<file path="src/rtl/mem_arbiter_if.sv">
// Requester, sync-handshake and memory-bus signals of the shared memory slot.
// The slave modport is the arbiter's view; the master modport is the environment's view.
interface mem_arbiter_if #(
  parameter int ADDR_WIDTH = 17,
  parameter int DATA_WIDTH = 8
);
  logic                  req0;
  logic                  req1;
  logic                  we0;
  logic                  we1;
  logic [ADDR_WIDTH-1:0] addr0;
  logic [ADDR_WIDTH-1:0] addr1;
  logic [DATA_WIDTH-1:0] wdata0;
  logic [DATA_WIDTH-1:0] wdata1;
  logic                  ack0;
  logic                  ack1;
  logic                  err;
  logic [DATA_WIDTH-1:0] rdata;
  logic                  sync_pending;
  logic                  sync_strobe;
  logic                  sync_done;
  logic [ADDR_WIDTH-1:0] bus_addr;
  logic                  bus_we;
  logic [DATA_WIDTH-1:0] bus_wdata;
  logic [DATA_WIDTH-1:0] bus_rdata;

  modport slave (
    input  req0, req1, we0, we1, addr0, addr1, wdata0, wdata1,
    input  sync_strobe, sync_done, bus_rdata,
    output ack0, ack1, err, rdata, sync_pending, bus_addr, bus_we, bus_wdata
  );

  modport master (
    output req0, req1, we0, we1, addr0, addr1, wdata0, wdata1,
    output sync_strobe, sync_done, bus_rdata,
    input  ack0, ack1, err, rdata, sync_pending, bus_addr, bus_we, bus_wdata
  );
endinterface

</file>
<file path="src/rtl/mem_arbiter.sv">
// Round-robin arbiter sharing the interleaved memory slot between the SPI host
// bridge (requester 0) and video fetch (requester 1), with a pending-cycle timeout.
module mem_arbiter #(
  parameter int ADDR_WIDTH = 17,
  parameter int DATA_WIDTH = 8,
  parameter int TIMEOUT    = 255
) (
  input  logic         clk,
  input  logic         reset_n,
  mem_arbiter_if.slave bus
);

  typedef enum logic [1:0] {
    IDLE     = 2'd0,
    PENDING  = 2'd1,
    COMPLETE = 2'd2
  } state_t;

  // Counter value on the last PENDING cycle before the abort fires.
  localparam logic [7:0] CNT_LAST = 8'(TIMEOUT - 1);

  state_t                state_r;
  logic [7:0]            cnt_r;
  logic                  last_r;
  logic                  win_r;
  logic                  ack0_r;
  logic                  ack1_r;
  logic                  err_r;
  logic                  pending_r;
  logic [DATA_WIDTH-1:0] rdata_r;
  logic [ADDR_WIDTH-1:0] bus_addr_r;
  logic                  bus_we_r;
  logic [DATA_WIDTH-1:0] bus_wdata_r;

  logic                  any_req_s;
  logic                  grant_s;
  logic                  grant_we_s;
  logic [ADDR_WIDTH-1:0] grant_addr_s;
  logic [DATA_WIDTH-1:0] grant_wdata_s;
  logic                  unused_strobe_s;

  // Round-robin winner selection and the winner's request fields
  always_comb begin
    any_req_s     = bus.req0 | bus.req1;
    grant_s       = 1'b0;
    grant_we_s    = bus.we0;
    grant_addr_s  = bus.addr0;
    grant_wdata_s = bus.wdata0;
    if (bus.req0 && bus.req1) begin
      grant_s = ~last_r;
    end else if (bus.req1) begin
      grant_s = 1'b1;
    end else begin
      grant_s = 1'b0;
    end
    if (grant_s) begin
      grant_we_s    = bus.we1;
      grant_addr_s  = bus.addr1;
      grant_wdata_s = bus.wdata1;
    end else begin
      grant_we_s    = bus.we0;
      grant_addr_s  = bus.addr0;
      grant_wdata_s = bus.wdata0;
    end
  end

  // Transaction FSM with registered handshake and bus outputs
  always_ff @(posedge clk or negedge reset_n) begin
    if (!reset_n) begin
      state_r     <= IDLE;
      cnt_r       <= 8'd0;
      last_r      <= 1'b1;
      win_r       <= 1'b0;
      ack0_r      <= 1'b0;
      ack1_r      <= 1'b0;
      err_r       <= 1'b0;
      pending_r   <= 1'b0;
      rdata_r     <= '0;
      bus_addr_r  <= '0;
      bus_we_r    <= 1'b0;
      bus_wdata_r <= '0;
    end else begin
      ack0_r <= 1'b0;
      ack1_r <= 1'b0;
      case (state_r)
        IDLE: begin
          // A still-high done from the previous slot blocks any new grant.
          if (any_req_s && !bus.sync_done) begin
            win_r       <= grant_s;
            last_r      <= grant_s;
            bus_we_r    <= grant_we_s;
            bus_addr_r  <= grant_addr_s;
            bus_wdata_r <= grant_wdata_s;
            pending_r   <= 1'b1;
            cnt_r       <= 8'd0;
            state_r     <= PENDING;
          end
        end
        PENDING: begin
          if (bus.sync_done) begin
            if (!bus_we_r) begin
              rdata_r <= bus.bus_rdata;
            end
            err_r     <= 1'b0;
            ack0_r    <= ~win_r;
            ack1_r    <= win_r;
            pending_r <= 1'b0;
            state_r   <= COMPLETE;
          end else if (cnt_r == CNT_LAST) begin
            err_r     <= 1'b1;
            ack0_r    <= ~win_r;
            ack1_r    <= win_r;
            pending_r <= 1'b0;
            state_r   <= COMPLETE;
          end else begin
            cnt_r <= cnt_r + 8'd1;
          end
        end
        COMPLETE: begin
          if (!bus.sync_done) begin
            state_r <= IDLE;
          end
        end
        default: begin
          state_r   <= IDLE;
          pending_r <= 1'b0;
        end
      endcase
    end
  end

  // The strobe only gates the memory write downstream.
  assign unused_strobe_s  = bus.sync_strobe;

  assign bus.ack0         = ack0_r;
  assign bus.ack1         = ack1_r;
  assign bus.err          = err_r;
  assign bus.rdata        = rdata_r;
  assign bus.sync_pending = pending_r;
  assign bus.bus_addr     = bus_addr_r;
  assign bus.bus_we       = bus_we_r;
  assign bus.bus_wdata    = bus_wdata_r;

endmodule

</file>
<file path="src/flat_wrapper.sv">
// flat-port wrapper written by rule: the top's interface ports become plain ports
module mem_arbiter_flat 
#(
  parameter int ADDR_WIDTH = 17,
  parameter int DATA_WIDTH = 8,
  parameter int TIMEOUT    = 255
)
  (clk, reset_n, bus_req0, bus_req1, bus_we0, bus_we1, bus_addr0, bus_addr1, bus_wdata0, bus_wdata1, bus_sync_strobe, bus_sync_done, bus_bus_rdata, bus_ack0, bus_ack1, bus_err, bus_rdata, bus_sync_pending, bus_bus_addr, bus_bus_we, bus_bus_wdata);
  mem_arbiter_if #(.ADDR_WIDTH(ADDR_WIDTH), .DATA_WIDTH(DATA_WIDTH)) bus_i ();
  input  logic clk;
  input  logic reset_n;
  input wire logic [$bits(bus_i.req0)-1:0] bus_req0;
  input wire logic [$bits(bus_i.req1)-1:0] bus_req1;
  input wire logic [$bits(bus_i.we0)-1:0] bus_we0;
  input wire logic [$bits(bus_i.we1)-1:0] bus_we1;
  input wire logic [$bits(bus_i.addr0)-1:0] bus_addr0;
  input wire logic [$bits(bus_i.addr1)-1:0] bus_addr1;
  input wire logic [$bits(bus_i.wdata0)-1:0] bus_wdata0;
  input wire logic [$bits(bus_i.wdata1)-1:0] bus_wdata1;
  input wire logic [$bits(bus_i.sync_strobe)-1:0] bus_sync_strobe;
  input wire logic [$bits(bus_i.sync_done)-1:0] bus_sync_done;
  input wire logic [$bits(bus_i.bus_rdata)-1:0] bus_bus_rdata;
  output wire logic [$bits(bus_i.ack0)-1:0] bus_ack0;
  output wire logic [$bits(bus_i.ack1)-1:0] bus_ack1;
  output wire logic [$bits(bus_i.err)-1:0] bus_err;
  output wire logic [$bits(bus_i.rdata)-1:0] bus_rdata;
  output wire logic [$bits(bus_i.sync_pending)-1:0] bus_sync_pending;
  output wire logic [$bits(bus_i.bus_addr)-1:0] bus_bus_addr;
  output wire logic [$bits(bus_i.bus_we)-1:0] bus_bus_we;
  output wire logic [$bits(bus_i.bus_wdata)-1:0] bus_bus_wdata;
  assign bus_i.req0 = bus_req0;
  assign bus_i.req1 = bus_req1;
  assign bus_i.we0 = bus_we0;
  assign bus_i.we1 = bus_we1;
  assign bus_i.addr0 = bus_addr0;
  assign bus_i.addr1 = bus_addr1;
  assign bus_i.wdata0 = bus_wdata0;
  assign bus_i.wdata1 = bus_wdata1;
  assign bus_i.sync_strobe = bus_sync_strobe;
  assign bus_i.sync_done = bus_sync_done;
  assign bus_i.bus_rdata = bus_bus_rdata;
  assign bus_ack0 = bus_i.ack0;
  assign bus_ack1 = bus_i.ack1;
  assign bus_err = bus_i.err;
  assign bus_rdata = bus_i.rdata;
  assign bus_sync_pending = bus_i.sync_pending;
  assign bus_bus_addr = bus_i.bus_addr;
  assign bus_bus_we = bus_i.bus_we;
  assign bus_bus_wdata = bus_i.bus_wdata;
  mem_arbiter #(.ADDR_WIDTH(ADDR_WIDTH), .DATA_WIDTH(DATA_WIDTH), .TIMEOUT(TIMEOUT)) u_core (.clk(clk), .reset_n(reset_n), .bus(bus_i));
endmodule
</file>
<file path="config.mk">
export PLATFORM = sky130hd
export DESIGN_NAME = mem_arbiter_flat
export DESIGN_NICKNAME = d
export VERILOG_FILES = /design/src/rtl/mem_arbiter_if.sv /design/src/rtl/mem_arbiter.sv /design/src/flat_wrapper.sv
export SDC_FILE = /design/constraint.sdc
export NUM_CORES = 1
export LEC_CHECK = 0
export CAP_MARGIN = 15
export CORE_MARGIN = 4
export CORE_UTILIZATION = 43
export CTS_CLUSTER_DIAMETER = 150
export DETAILED_ROUTE_END_ITERATION = 10
export GPL_TIMING_DRIVEN = 0
export PLACE_DENSITY = 0.84
export SYNTH_ARGS = -nofsm -noshare
export SYNTH_HDL_FRONTEND = slang
export SYNTH_SLANG_ARGS = --single-unit
</file>
<file path="constraint.sdc">
create_clock -name clk -period 1.9 [get_ports clk]
set_input_delay 0.19 -clock clk [delete_from_list [all_inputs] [get_ports clk]]
set_output_delay 0.19 -clock clk [all_outputs]
set_load 0.01 [all_outputs]
</file>
## Word-level counts from Yosys, hierarchy flattened

Index checks and enable logic that the tools add are counted.

| storage, ports and cells | value |
|---|---|
| output and inout port bits | 38 |
| input port bits | 66 |
| register bits | 50 |
| word-level logic and storage cells | 64 |

| cells by class | value |
|---|---|
| eq/ne operators | 8 |
| reduce and logical (&&, ||, !) cells | 12 |
| add/sub/neg operators | 1 |
| mux-type cells | 26 |
| bitwise logic cells | 5 |

Operator list:

| operator | number |
|---|---|
| $mux W8 | 4 |
| $mux W17 | 1 |
| $pmux W8 S2 | 1 |
| $mux W1 | 14 |
| $reduce_and A3 Y1 | 3 |
| $add A8 B1 Y8 const B | 1 |
| $eq A8 B8 Y1 const B | 1 |
| $mux W2 | 4 |
| $ne A2 B2 Y1 const B | 3 |
| $pmux W2 S3 | 1 |
| $not A1 Y1 | 4 |
| $reduce_and A2 Y1 | 2 |
| $reduce_and A4 Y1 | 1 |
| $reduce_bool A2 Y1 | 2 |
| $ne A3 B2 Y1 const B | 1 |
| $pmux W1 S3 | 1 |
| $eq A2 B1 Y1 const B | 1 |
| $eq A2 B2 Y1 const B | 1 |
| $logic_and A1 B1 Y1 | 2 |
| $logic_not A2 Y1 | 1 |
| $ne A2 B1 Y1 const B | 1 |
| $logic_not A1 Y1 | 1 |
| $or A1 B1 Y1 | 1 |

## Longest topological paths before layout

Gate-level depths: netlist (run 1).

| depth | value |
|---|---|
| depth after elaboration | 4 |
| depth in mapped cells | 6 |
| gate-level depth less buffers | 5 |

## Worst setup path after synthesis (run 1)

No wires, ideal clock.

| path | value |
|---|---|
| path kind | register to register |
| start point | register u_core.last_r |
| end point | register u_core.bus_addr_r[10], in the netlist u_core.bus.bus_addr[10] |
| required time | 1.775 ns |
| period minus slack after synthesis | 1.581 ns |
| library setup time | 0.125 ns |
| stages on the path, launching flop included | 6 |
| arrival | 1.456 ns |
| buffers on the path | 2 |
| setup slack | 0.319 ns |
| cell sequence | dfstp_2 -> a21boi_1 -> buf_4 -> buf_2 -> mux2_1 -> mux2_2 |

| between the ends | value |
|---|---|
| word-level cells in the longest chain between the ends | 3 |

Ends and longest elaborated chain:

| element | RTL line | text |
|---|---|---|
| start, declared | mem_arbiter.sv:24 | `logic last_r;` |
| start signal, assigned | mem_arbiter.sv:90 | `last_r <= grant_s;` |
| $not A1 Y1 | mem_arbiter.sv:50 | `grant_s = ~last_r;` |
| $mux W1 | mem_arbiter.sv:49 | `if (bus.req0 && bus.req1) begin` |
| $mux W17 | mem_arbiter.sv:56 | `if (grant_s) begin` |
| end signal, assigned | mem_arbiter.sv:92 | `bus_addr_r <= grant_addr_s;` |
| end, declared | mem_arbiter.sv:31 | `logic [ADDR_WIDTH-1:0] bus_addr_r;` |

Every way passes these cells.
A chain may end at the register's enable or synchronous reset.

## Final worst setup path (run 1)

| path | value |
|---|---|
| start point | input bus_req1 |
| end point | register u_core.bus_addr_r[14], in the netlist u_core.bus.bus_addr[14] |

| between the ends | value |
|---|---|
| word-level cells in the longest chain between the ends | 3 |
| elaborated cells between the ends (all ways) | 7 |
| those cells by class | mux (3); bitwise (1); reduce/logical (3) |

Ends and longest elaborated chain:

| element | RTL line | text |
|---|---|---|
| start, declared | flat_wrapper.sv:13 | `input wire logic [$bits(bus_i.req1)-1:0] bus_req1;` |
| $mux W1 (tied with other cells) | mem_arbiter.sv:51 | `end else if (bus.req1) begin` |
| $mux W1 or $logic_and A1 B1 Y1 (tied branches) | mem_arbiter.sv:49, mem_arbiter.sv:88 |  |
| $mux W17 or $reduce_and A2 Y1 (tied branches) | n/a |  |

Several ways; a longest one is shown, not always the timed one.

==> flow_summary_export.csv, run 1 <==
group,metric,value,unit
run_status,status,"finished, final reports clean",
final_layout,final_cells,367,
logic_synthesis,synth_fp_nets,252,
logic_synthesis,synth_cell_types,40,
timing,slew_headroom,0.689,
flow_run,drv_cap,0,
timing,fmax,570,MHz
logic_synthesis,synth_compound_area_frac,0.0736,
cts,cts_max_path_buffers,2,
logic_synthesis,synthAdderAreaFrac,0.0102,
critical_path,setup.worst_path.end_class,"register",
final_layout,finish.utilization,0.670,
timing,fin_setup_tns,0,ns
critical_path,cp.required,2.10,ns
global_route,overflow,0,
logic_synthesis,synthFlopType,"dfrtp_1",
power_and_ir_drop,ir_drop,0.782,mV
timing,tightest_slew,0.466,ns
cts,cts_buffers,5,
final_layout,area_growth_syn_to_layout,50.6,%
global_route,grt_max_degree,38,
placement,place.gp.congestion,0.813,
logic_synthesis,synth_edf_count,0,
power_and_ir_drop,power.leakage,1.56,nW
logic_synthesis,avgSynthCellArea,13.4,um^2
power_and_ir_drop,power.share.clock,0.193,
die,ios,104,
placement,hpwl,4460,um
critical_path,ff2ff_setup_slack,0.18,ns
timing,finalSetupViolations,0,
cts,cts.clk_slew.worst_paths,0.09,ns
logic_synthesis,yosys.area_share.simple,0.0741,
final_layout,layout.nets,362,
cts,post_cts_resized,0,
timing,whs,0.0960,ns
die,core_area,0.00554,mm^2
power_and_ir_drop,intPower,2.91,mW
min_path,min-delay-path-class,"in2reg",
cts,insertion_delay,0.31,ns
routing,dr.pass1.iters,4,
placement,io_buffers,101,
logic_synthesis,synth_area,0.00246,mm^2
power_and_ir_drop,switchingPower,1.21,mW
logic_synthesis,ys_seq_area_frac,0.508,
power_and_ir_drop,p_total,4.12,mW
routing,wire_per_inst,15.4,um
cts,hold_buffers,1,
cts,tritoncts,"built",
routing,initialDrtViolationCount,43,
critical_path,worst_setup_path_start_kind,"primary input",
power_and_ir_drop,comb_power_share,0.397,
global_route,grt_pass1_vias,2008,
logic_synthesis,synth_top_family_by_area,"multiplexers",
critical_path,worstPathMaxFanout,10,
die,die_h,83.7,um
logic_synthesis,synth_warnings,0,
logic_synthesis,ys_async_sr_fraction,1.00,
logic_synthesis,synth_seq_cells,50,
die,initial_core_util,0.445,
timing,fin_crit_sh,0.924,
final_layout,diodes,0,
routing,drc,0,
global_route,antenna_found_initial,0,
logic_synthesis,muxShareOfSynthArea,0.289,
placement,dp_cells,358,
cts,cts.sinks,50,
logic_synthesis,yosys.area_share.xor_xnor,0.00355,
final_layout,layout-drive-gt1-share,0.156,
routing,ant_nets,0,
die,fp.dieW,83.7,um
timing,fin_worst_skew,0.00747,ns
timing,rsz0062_at_grt,"false",
cts,cts_setup_buffers,0,
global_route,track_usage,0.169,
critical_path,worst-setup-path-type,"in2reg",
routing,via_count,1836,
power_and_ir_drop,switching_share,0.294,
die,num_rows,27,
power_and_ir_drop,p_seq_frac,0.410,
timing,hold_violations,0,
cts,h-tree-depth,2,
cts,root_buffer,"clkbuf_8",
routing,drt_wl_total,5660,um
routing,vias_per_cell,5.00,
critical_path,arrival,1.95,ns
timing,fin_crit,1.75,ns
timing,slew_violations,0,
logic_synthesis,syn_inst,184,
power_and_ir_drop,power_density,1110,mW/mm^2
die,die_area,0.00701,mm^2
global_route,grt_pass1_wl,9560,um
## Yosys cell counts (2+ instances only)
cell type  number  share of area
nand4_1         2         0.0051
inv_1           7          0.011
nand3_1         3         0.0061
nor2_1          4         0.0061
a22oi_1         2         0.0061
o211ai_2        2          0.010
buf_4           4          0.012
ha_1            2          0.010
mux2_2         20          0.091
o211a_1         3          0.012
or4_1           3         0.0091
mux2_1         42           0.19
o211ai_1        6          0.018
a21oi_1         4         0.0081
nand2b_1        2         0.0051
dfrtp_1        49           0.50
and3_1          2         0.0051
nand2_1         2         0.0030
buf_2           3         0.0061
buf_6           2         0.0091
## state kept, by name, summed over array words and instances, names as in the netlist
name,flops
u_core.bus.err,1
u_core.cnt_r,8
u_core.bus.bus_wdata,8
u_core.bus.ack1,1
u_core.win_r,1
u_core.bus.sync_pending,1
u_core.bus.bus_addr,17
u_core.bus.rdata,8
u_core.last_r,1
u_core.bus.ack0,1
u_core.bus.bus_we,1
u_core.state_r,2
## metrics by stage
stage | setup slack, ns | instance area (um^2)
2_1_floorplan | 0.319 | 2460
3_5_place_dp | -0.195 | 3580
6_report | 0.145 | 3710
3_3_place_gp | -0.801 | 3570
4_1_cts | 0.138 | 3710
5_1_grt | 0.0802 | 3710
## layout make-up
cell class                 count  area (um^2)
clock buffer                   6         82.6
sequential                    50         1250
clock inverter                 2         38.8
fill                         434         1830
multi-input combinational    116         1110
inverter                       7         26.3
buffer                        11         75.1
timing repair buffer         103         1040
tap                           72         90.1
## worst paths after layout
kind / start / to / depth (start not counted)
worst max-delay path: bus_req1 / u_core.bus.bus_addr[14] / 6
max in group asynchronous: reset_n / u_core.last_r / 3
min in group asynchronous: reset_n / u_core.bus.bus_addr[12] / 2
worst min register to register: u_core.bus.rdata[1] / u_core.bus.rdata[1] / 1
worst max register to register: u_core.last_r / u_core.bus.bus_addr[14] / 5
worst min-delay path: bus_sync_done / u_core.bus.err / 2
## critical path, stage by stage
cell	delay (ns)
clkdlybuf4s50_1	0.50
a21boi_1	0.17
buf_4	0.20
buf_2	0.27
mux2_1	0.36
mux2_2	0.26
## cell families after synthesis
kind of cell / count (synthesis)
multiplexers: 63
flip-flops: 50
AND/OR/NAND/NOR: 27
AO/OA/AOI/OAI: 23
buffers and inverters: 18
adder cells (fa/ha/maj): 2
XOR/XNOR: 1
## power groups by stage
stage,clock [mW],combinational [mW],sequential (mW)
finish,0.795,1.64,1.69
global route,0.858,1.78,1.75
CTS,0.817,1.67,1.69
detailed placement,0,1.66,1.71
global placement,0,1.63,1.68
floorplan,0,0.591,1.83
## layout by cell type (no fill, tap or decap), types with 3 or more instances in the layout
| master | count |
|---|---|
| a21oi_1 | 4 |
| buf_2 | 4 |
| buf_4 | 4 |
| clkbuf_8 | 6 |
| clkdlybuf4s50_1 | 100 |
| dfrtp_1 | 49 |
| inv_1 | 7 |
| mux2_1 | 42 |
| mux2_2 | 20 |
| nand3_1 | 3 |
| nor2_1 | 4 |
| o211a_1 | 3 |
| o211ai_1 | 6 |
| or4_1 | 3 |
## routing by layer
metal	up-vias	routed length, um	global-route usage	part of all wire
li1	895	-	-	-
met1	868	2350	0.191	0.42
met2	69	2780	0.296	0.49
met3	4	496	0.0652	0.088
met4	0	31	0.0439	0.0055
met5	-	0	0	0
No activity file was read; power rests on OpenSTA's default activity.
==> run 2, diff against run 1 <==
--- a/config.mk
+++ b/config.mk
@@ -11,7 +11,7 @@
 export CTS_CLUSTER_DIAMETER = 150
 export DETAILED_ROUTE_END_ITERATION = 10
 export GPL_TIMING_DRIVEN = 0
-export PLACE_DENSITY = 0.84
+export PLACE_DENSITY = 0.83
 export SYNTH_ARGS = -nofsm -noshare
 export SYNTH_HDL_FRONTEND = slang
 export SYNTH_SLANG_ARGS = --single-unit
==> run 2 against run 1 <==
Effect of this change:
- routed wire length is 0.35% higher
- worst setup slack better by 0.0093 ns
- die area stayed put
- non-clock buffer count stayed put
- global-route usage hardly changed
- sequential share of layout area is 0.24 points higher
- critical endpoint is now u_core.bus.bus_addr[8]
- largest power group unchanged
- highest routed layer unchanged
==> flow_summary_export.csv, run 2 (synthesis results as in run 1) <==
group,metric,value,unit
cts,post_cts_resized,0,
timing,fin_setup_tns,0,ns
cts,hold_buffers,1,
timing,whs,0.106,ns
placement,placed_area,0.00358,mm^2
critical_path,path_buf_inv,3,
placement,hpwl,4420,um
cts,h-tree-depth,2,
power_and_ir_drop,power_density,1080,mW/mm^2
min_path,min-delay-path-class,"in2reg",
critical_path,worst_setup_path_start_kind,"primary input",
critical_path,worstPathMaxFanout,10,
routing,initialDrtViolationCount,52,
global_route,overflow,0,
global_route,grt_max_degree,36,
final_layout,diodes,0,
timing,slew_violations,0,
timing,fmax,573,MHz
cts,cts.clk_slew.worst_paths,0.09,ns
timing,fin_worst_skew,0.00152,ns
die,core_area,0.00554,mm^2
final_layout,stdcell_area,0.00369,mm^2
routing,ant_nets,0,
global_route,grt_pass1_wl,9640,um
timing,worst_slack,0.155,ns
routing,dr.pass1.iters,4,
routing,drt_wl_total,5680,um
placement,place.gp.congestion,0.803,
die,die_area,0.00701,mm^2
die,num_rows,27,
cts,cts_buffers,5,
global_route,antenna_found_initial,0,
critical_path,timing.rr.end,"u_core.bus.bus_wdata[1]",
timing,fin_crit,1.75,ns
final_layout,final_common_cell,"clkdlybuf4s50_1",
timing,hold_violations,0,
final_layout,largest_reg_flops,17,
critical_path,cp.required,2.09,ns
critical_path,crit_slowest_cell,"clkdlybuf4s50_1",
cts,root_buffer,"clkbuf_8",
global_route,grt_pass1_vias,1973,
timing,finalSetupViolations,0,
final_layout,final_cell_mix,"clkdlybuf4s50_1, dfrtp_1, mux2_1, mux2_2, inv_1",
critical_path,path_delay_family,"buffers and inverters",
die,ios,104,
timing,rsz0062_at_grt,"false",
critical_path,crit_chain,"clkdlybuf4s50_1 > a21boi_1 > buf_4 > buf_2 > mux2_1 > mux2_2",
final_layout,area_growth_syn_to_layout,49.5,%
min_path,min_from,"bus_sync_done",
critical_path,slowest_delay,0.49,ns
die,die_h,83.7,um
cts,insertion_delay,0.30,ns
placement,io_buffers,101,
final_layout,fillCellCount,441,
critical_path,worst-setup-path-type,"in2reg",
placement,preCtsSetupSlack,-0.176,ns
timing,tightest_slew,0.458,ns
cts,cts_setup_buffers,0,
die,fp.dieW,83.7,um
routing,via_count,1881,
critical_path,r2r_start,"u_core.state_r[1]",
critical_path,reg2reg_depth,4,
timing,fin_crit_sh,0.919,
flow_run,drv_cap,0,
timing,slew_headroom,0.694,
run_status,status,"finished, final reports clean",
min_path,min_to,"u_core.bus.err",
critical_path,setup.worst_path.end_class,"register",
die,initial_core_util,0.445,
routing,drc,0,
cts,cts.sinks,50,
routing,wire_per_inst,15.5,um
power_and_ir_drop,ir_drop,0.630,mV
cts,cts_max_path_buffers,2,
critical_path,arrival,1.94,ns
min_path,whs_path_depth,2,
critical_path,ff2ff_setup_slack,0.17,ns
global_route,track_usage,0.168,
final_layout,layout-drive-gt1-share,0.156,
routing,vias_per_cell,5.13,
final_layout,layout.nets,362,
power_and_ir_drop,power.leakage,1.54,nW
cts,tritoncts,"built",
-- run 2: changes by cell type in the layout (fill, tap and decap cells not counted) --
cell	previous run	this run
bufinv_16	1	0
clkinv_2	0	1
clkinvlp_4	0	1
inv_6	1	0
-- run 2: worst reg2reg max path: cells and delay by family, from the launching register on --
| family | cells | cell delay, ns |
|---|---|---|
| buffers and inverters | 2 | 0.46 |
| flip-flops | 1 | 0.48 |
| multiplexers | 1 | 0.35 |
| AND/OR/NAND/NOR | 1 | 0.33 |
-- run 2: final cells by class --
cell class / instances / area (um^2) / area share
plain buffers: 11 / 75.1 / 0.0204
clock buffers: 6 / 82.6 / 0.0224
clock inverters: 2 / 12.5 / 0.00339
inverters: 7 / 26.3 / 0.00713
multi-input cells: 116 / 1110 / 0.301
flip-flops and latches: 50 / 1250 / 0.340
well taps: 72 / 90.1 / 0.0244
repair buffers: 103 / 1040 / 0.281
-- run 2: stage by stage --
step / utilization / total power, mW / std cells
detailed placement: 0.646 / 3.37 / 358
CTS: 0.665 / 4.03 / 367
global route: 0.665 / 4.24 / 367
floorplan: - / 2.42 / 184
global placement: 0.644 / 3.31 / 357
finish: 0.665 / 3.98 / 367
-- run 2: how the worst max path moves through the flow --
stage	from	end	cells after the start
finish	bus_req1	u_core.bus.bus_addr[8]	6
global route	bus_req1	u_core.bus.bus_we	6
CTS	u_core.state_r[1]	u_core.bus.bus_wdata[1]	4
detailed placement	bus_req1	u_core.bus.bus_we	6
global placement	reset_n	u_core.bus.rdata[3]	1
floorplan	u_core.last_r	u_core.bus.bus_addr[10]	5
-- run 2: power breakdown --
group | internal (mW) | switching [mW] | total (mW)
registers | 1.45 | 0.229 | 1.68
logic | 1.02 | 0.622 | 1.64
clock network | 0.294 | 0.364 | 0.658
-- run 2: routing by layer --
layer / global-route usage / wire length, um
met5: 0 / 0
met4: 0.0307 / 48
met3: 0.0582 / 441
met2: 0.273 / 2740
met1: 0.220 / 2450
==> run 3, diff against run 2 <==
--- a/config.mk
+++ b/config.mk
@@ -6,9 +6,10 @@
 export NUM_CORES = 1
 export LEC_CHECK = 0
 export CAP_MARGIN = 15
+export CORE_ASPECT_RATIO = 1.1
 export CORE_MARGIN = 4
 export CORE_UTILIZATION = 43
-export CTS_CLUSTER_DIAMETER = 150
+export CTS_CLUSTER_DIAMETER = 40
 export DETAILED_ROUTE_END_ITERATION = 10
 export GPL_TIMING_DRIVEN = 0
 export PLACE_DENSITY = 0.83
==> constraint.sdc (replaced) <==
create_clock -name clk -period 2 [get_ports clk]
set_input_delay 0.2 -clock clk [delete_from_list [all_inputs] [get_ports clk]]
set_output_delay 0.2 -clock clk [all_outputs]
set_load 0.01 [all_outputs]
==> run 3 against run 2 <==
Effect of this change:
- first-iteration DRC count rose by 29%
- final area rose by 0.37%
- worst setup slack improved by 0.085 ns
- critical path type unchanged
- routed wire length fell by 0.39%
- register-to-register slack improved by 0.11 ns
- via count fell by 0.11%
- flip-flop and latch count did not move
- clock skew rose by 0.0058 ns
- hold slack got worse by 0.0060 ns
- largest cell class unchanged
- global-route usage rose by 0.39 points
- clock power fell by 2%
- critical path depth did not move
==> flow_summary_export.csv, run 3 (synthesis results as in run 1) <==
group,metric,value,unit
cts,cts.sinks,50,
timing,fin_crit_sh,0.880,
power_and_ir_drop,p_total,3.81,mW
critical_path,cp.required,2.19,ns
final_layout,largest_reg_flops,17,
cts,cts.clk_slew.worst_paths,0.09,ns
cts,tritoncts,"built",
global_route,overflow,0,
timing,tightest_slew,0.495,ns
critical_path,worst-path-stages,6,
cts,insertion_delay,0.30,ns
timing,fin_worst_skew,0.00729,ns
critical_path,ff2ff_setup_slack,0.28,ns
placement,preCtsSetupSlack,-0.0836,ns
timing,fmax,568,MHz
placement,io_buffers,101,
critical_path,crit_slowest_cell,"clkdlybuf4s50_1",
final_layout,stdcell_area,0.00370,mm^2
final_layout,layout-drive-gt1-share,0.156,
cts,h-tree-depth,2,
critical_path,arrival,1.95,ns
placement,hpwl,4420,um
timing,fin_setup_tns,0,ns
run_status,status,"finished, final reports clean",
critical_path,setup.worst_path.start,"bus_req1",
routing,via_count,1879,
critical_path,setup.worst_path.end_class,"register",
global_route,grt_pass1_vias,1984,
timing,hold_violations,0,
routing,vias_per_cell,5.08,
timing,worst_slack,0.239,ns
critical_path,worst_setup_path_start_kind,"primary input",
final_layout,diodes,0,
global_route,track_usage,0.172,
critical_path,path_buf_inv,3,
flow_run,drv_cap,0,
timing,slew_violations,0,
cts,post_cts_resized,0,
power_and_ir_drop,power.leakage,1.55,nW
routing,ant_nets,0,
die,fp.dieW,80.2,um
cts,root_buffer,"clkbuf_8",
global_route,grt_pass1_wl,9470,um
placement,place.gp.congestion,0.831,
critical_path,worstPathMaxFanout,10,
critical_path,reg2reg_depth,5,
timing,rsz0062_at_grt,"false",
final_layout,final_cells,370,
cts,cts_setup_buffers,0,
routing,drt_wl_total,5660,um
cts,hold_buffers,1,
critical_path,worst-setup-path-type,"in2reg",
final_layout,final_common_cell,"clkdlybuf4s50_1",
placement,dp_cells,361,
critical_path,endpoint,"u_core.bus.bus_we",
cts,cts_buffers,5,
global_route,antenna_found_initial,0,
placement,placed_area,0.00358,mm^2
die,initial_core_util,0.451,
final_layout,layout.nets,362,
critical_path,path_delay_family,"buffers and inverters",
final_layout,area_growth_syn_to_layout,50.1,%
final_layout,final_cell_mix,"clkdlybuf4s50_1, dfrtp_1, mux2_1, mux2_2",
die,core_area,0.00547,mm^2
critical_path,r2r_start,"u_core.last_r",
timing,fin_crit,1.76,ns
critical_path,slowest_delay,0.49,ns
die,num_rows,28,
global_route,grt_max_degree,40,
die,ios,104,
min_path,min-delay-path-class,"in2reg",
cts,cts_max_path_buffers,2,
die,die_h,87.4,um
routing,drc,0,
die,die_area,0.00701,mm^2
routing,dr.pass1.iters,4,
critical_path,crit_chain,"clkdlybuf4s50_1 > a21boi_1 > buf_4 > buf_2 > mux2_1 > mux2_2",
routing,initialDrtViolationCount,67,
critical_path,timing.rr.end,"u_core.bus.bus_we",
power_and_ir_drop,power_density,1030,mW/mm^2
routing,wire_per_inst,15.3,um
timing,finalSetupViolations,0,
power_and_ir_drop,ir_drop,0.753,mV
timing,slew_headroom,0.669,
## run 3: cell types whose count changed in the layout (fill, tap and decap cells not counted), sizes merged
cell / before / now
clkbuf: 7 / 8
clkinvlp: 1 / 0
## run 3: worst min-delay path by stage
stage / slack (ns) / depth (start not counted) / to / start
floorplan: -0.1 / 0 / u_core.bus.ack0 / reset_n
global placement: 0.42 / 2 / u_core.bus.err / bus_sync_done
detailed placement: 0.11 / 1 / u_core.cnt_r[2] / reset_n
CTS: 0.09 / 2 / u_core.bus.err / bus_sync_done
global route: 0.11 / 2 / u_core.bus.err / bus_sync_done
finish: 0.1 / 2 / u_core.bus.err / bus_sync_done
## run 3: metal layers
metal  global-route usage  wire length, um  up-vias
li1                     -                -      897
met1                0.199             2340      905
met2                0.306             2720       73
met3               0.0600              575        4
met4               0.0369               29        0
met5                    0                0        -
## run 3: power breakdown
| group | switching, mW | internal, mW | total, mW | leakage, nW |
|---|---|---|---|---|
| Sequential | 0.217 | 1.38 | 1.60 | 0.606 |
| Combinational | 0.598 | 0.968 | 1.57 | 0.888 |
| Clock | 0.330 | 0.317 | 0.647 | 0.0544 |
| Total | 1.14 | 2.67 | 3.81 | 1.55 |
## run 3: metrics by stage
stage,utilization,hold slack [ns]
floorplan,-,-0.0956
global placement,0.653,0.421
detailed placement,0.656,0.105
CTS,0.677,0.0897
global route,0.677,0.110
finish,0.677,0.0997
## run 3: final cells by class
class | count | area, um^2
multi-input combinational | 116 | 1110
timing repair buffer | 103 | 1040
clock buffer | 7 | 96.3
clock inverter | 1 | 8.76
sequential | 50 | 1250
tap | 75 | 93.8
inverter | 7 | 26.3
fill | 424 | 1770
buffer | 11 | 75.1
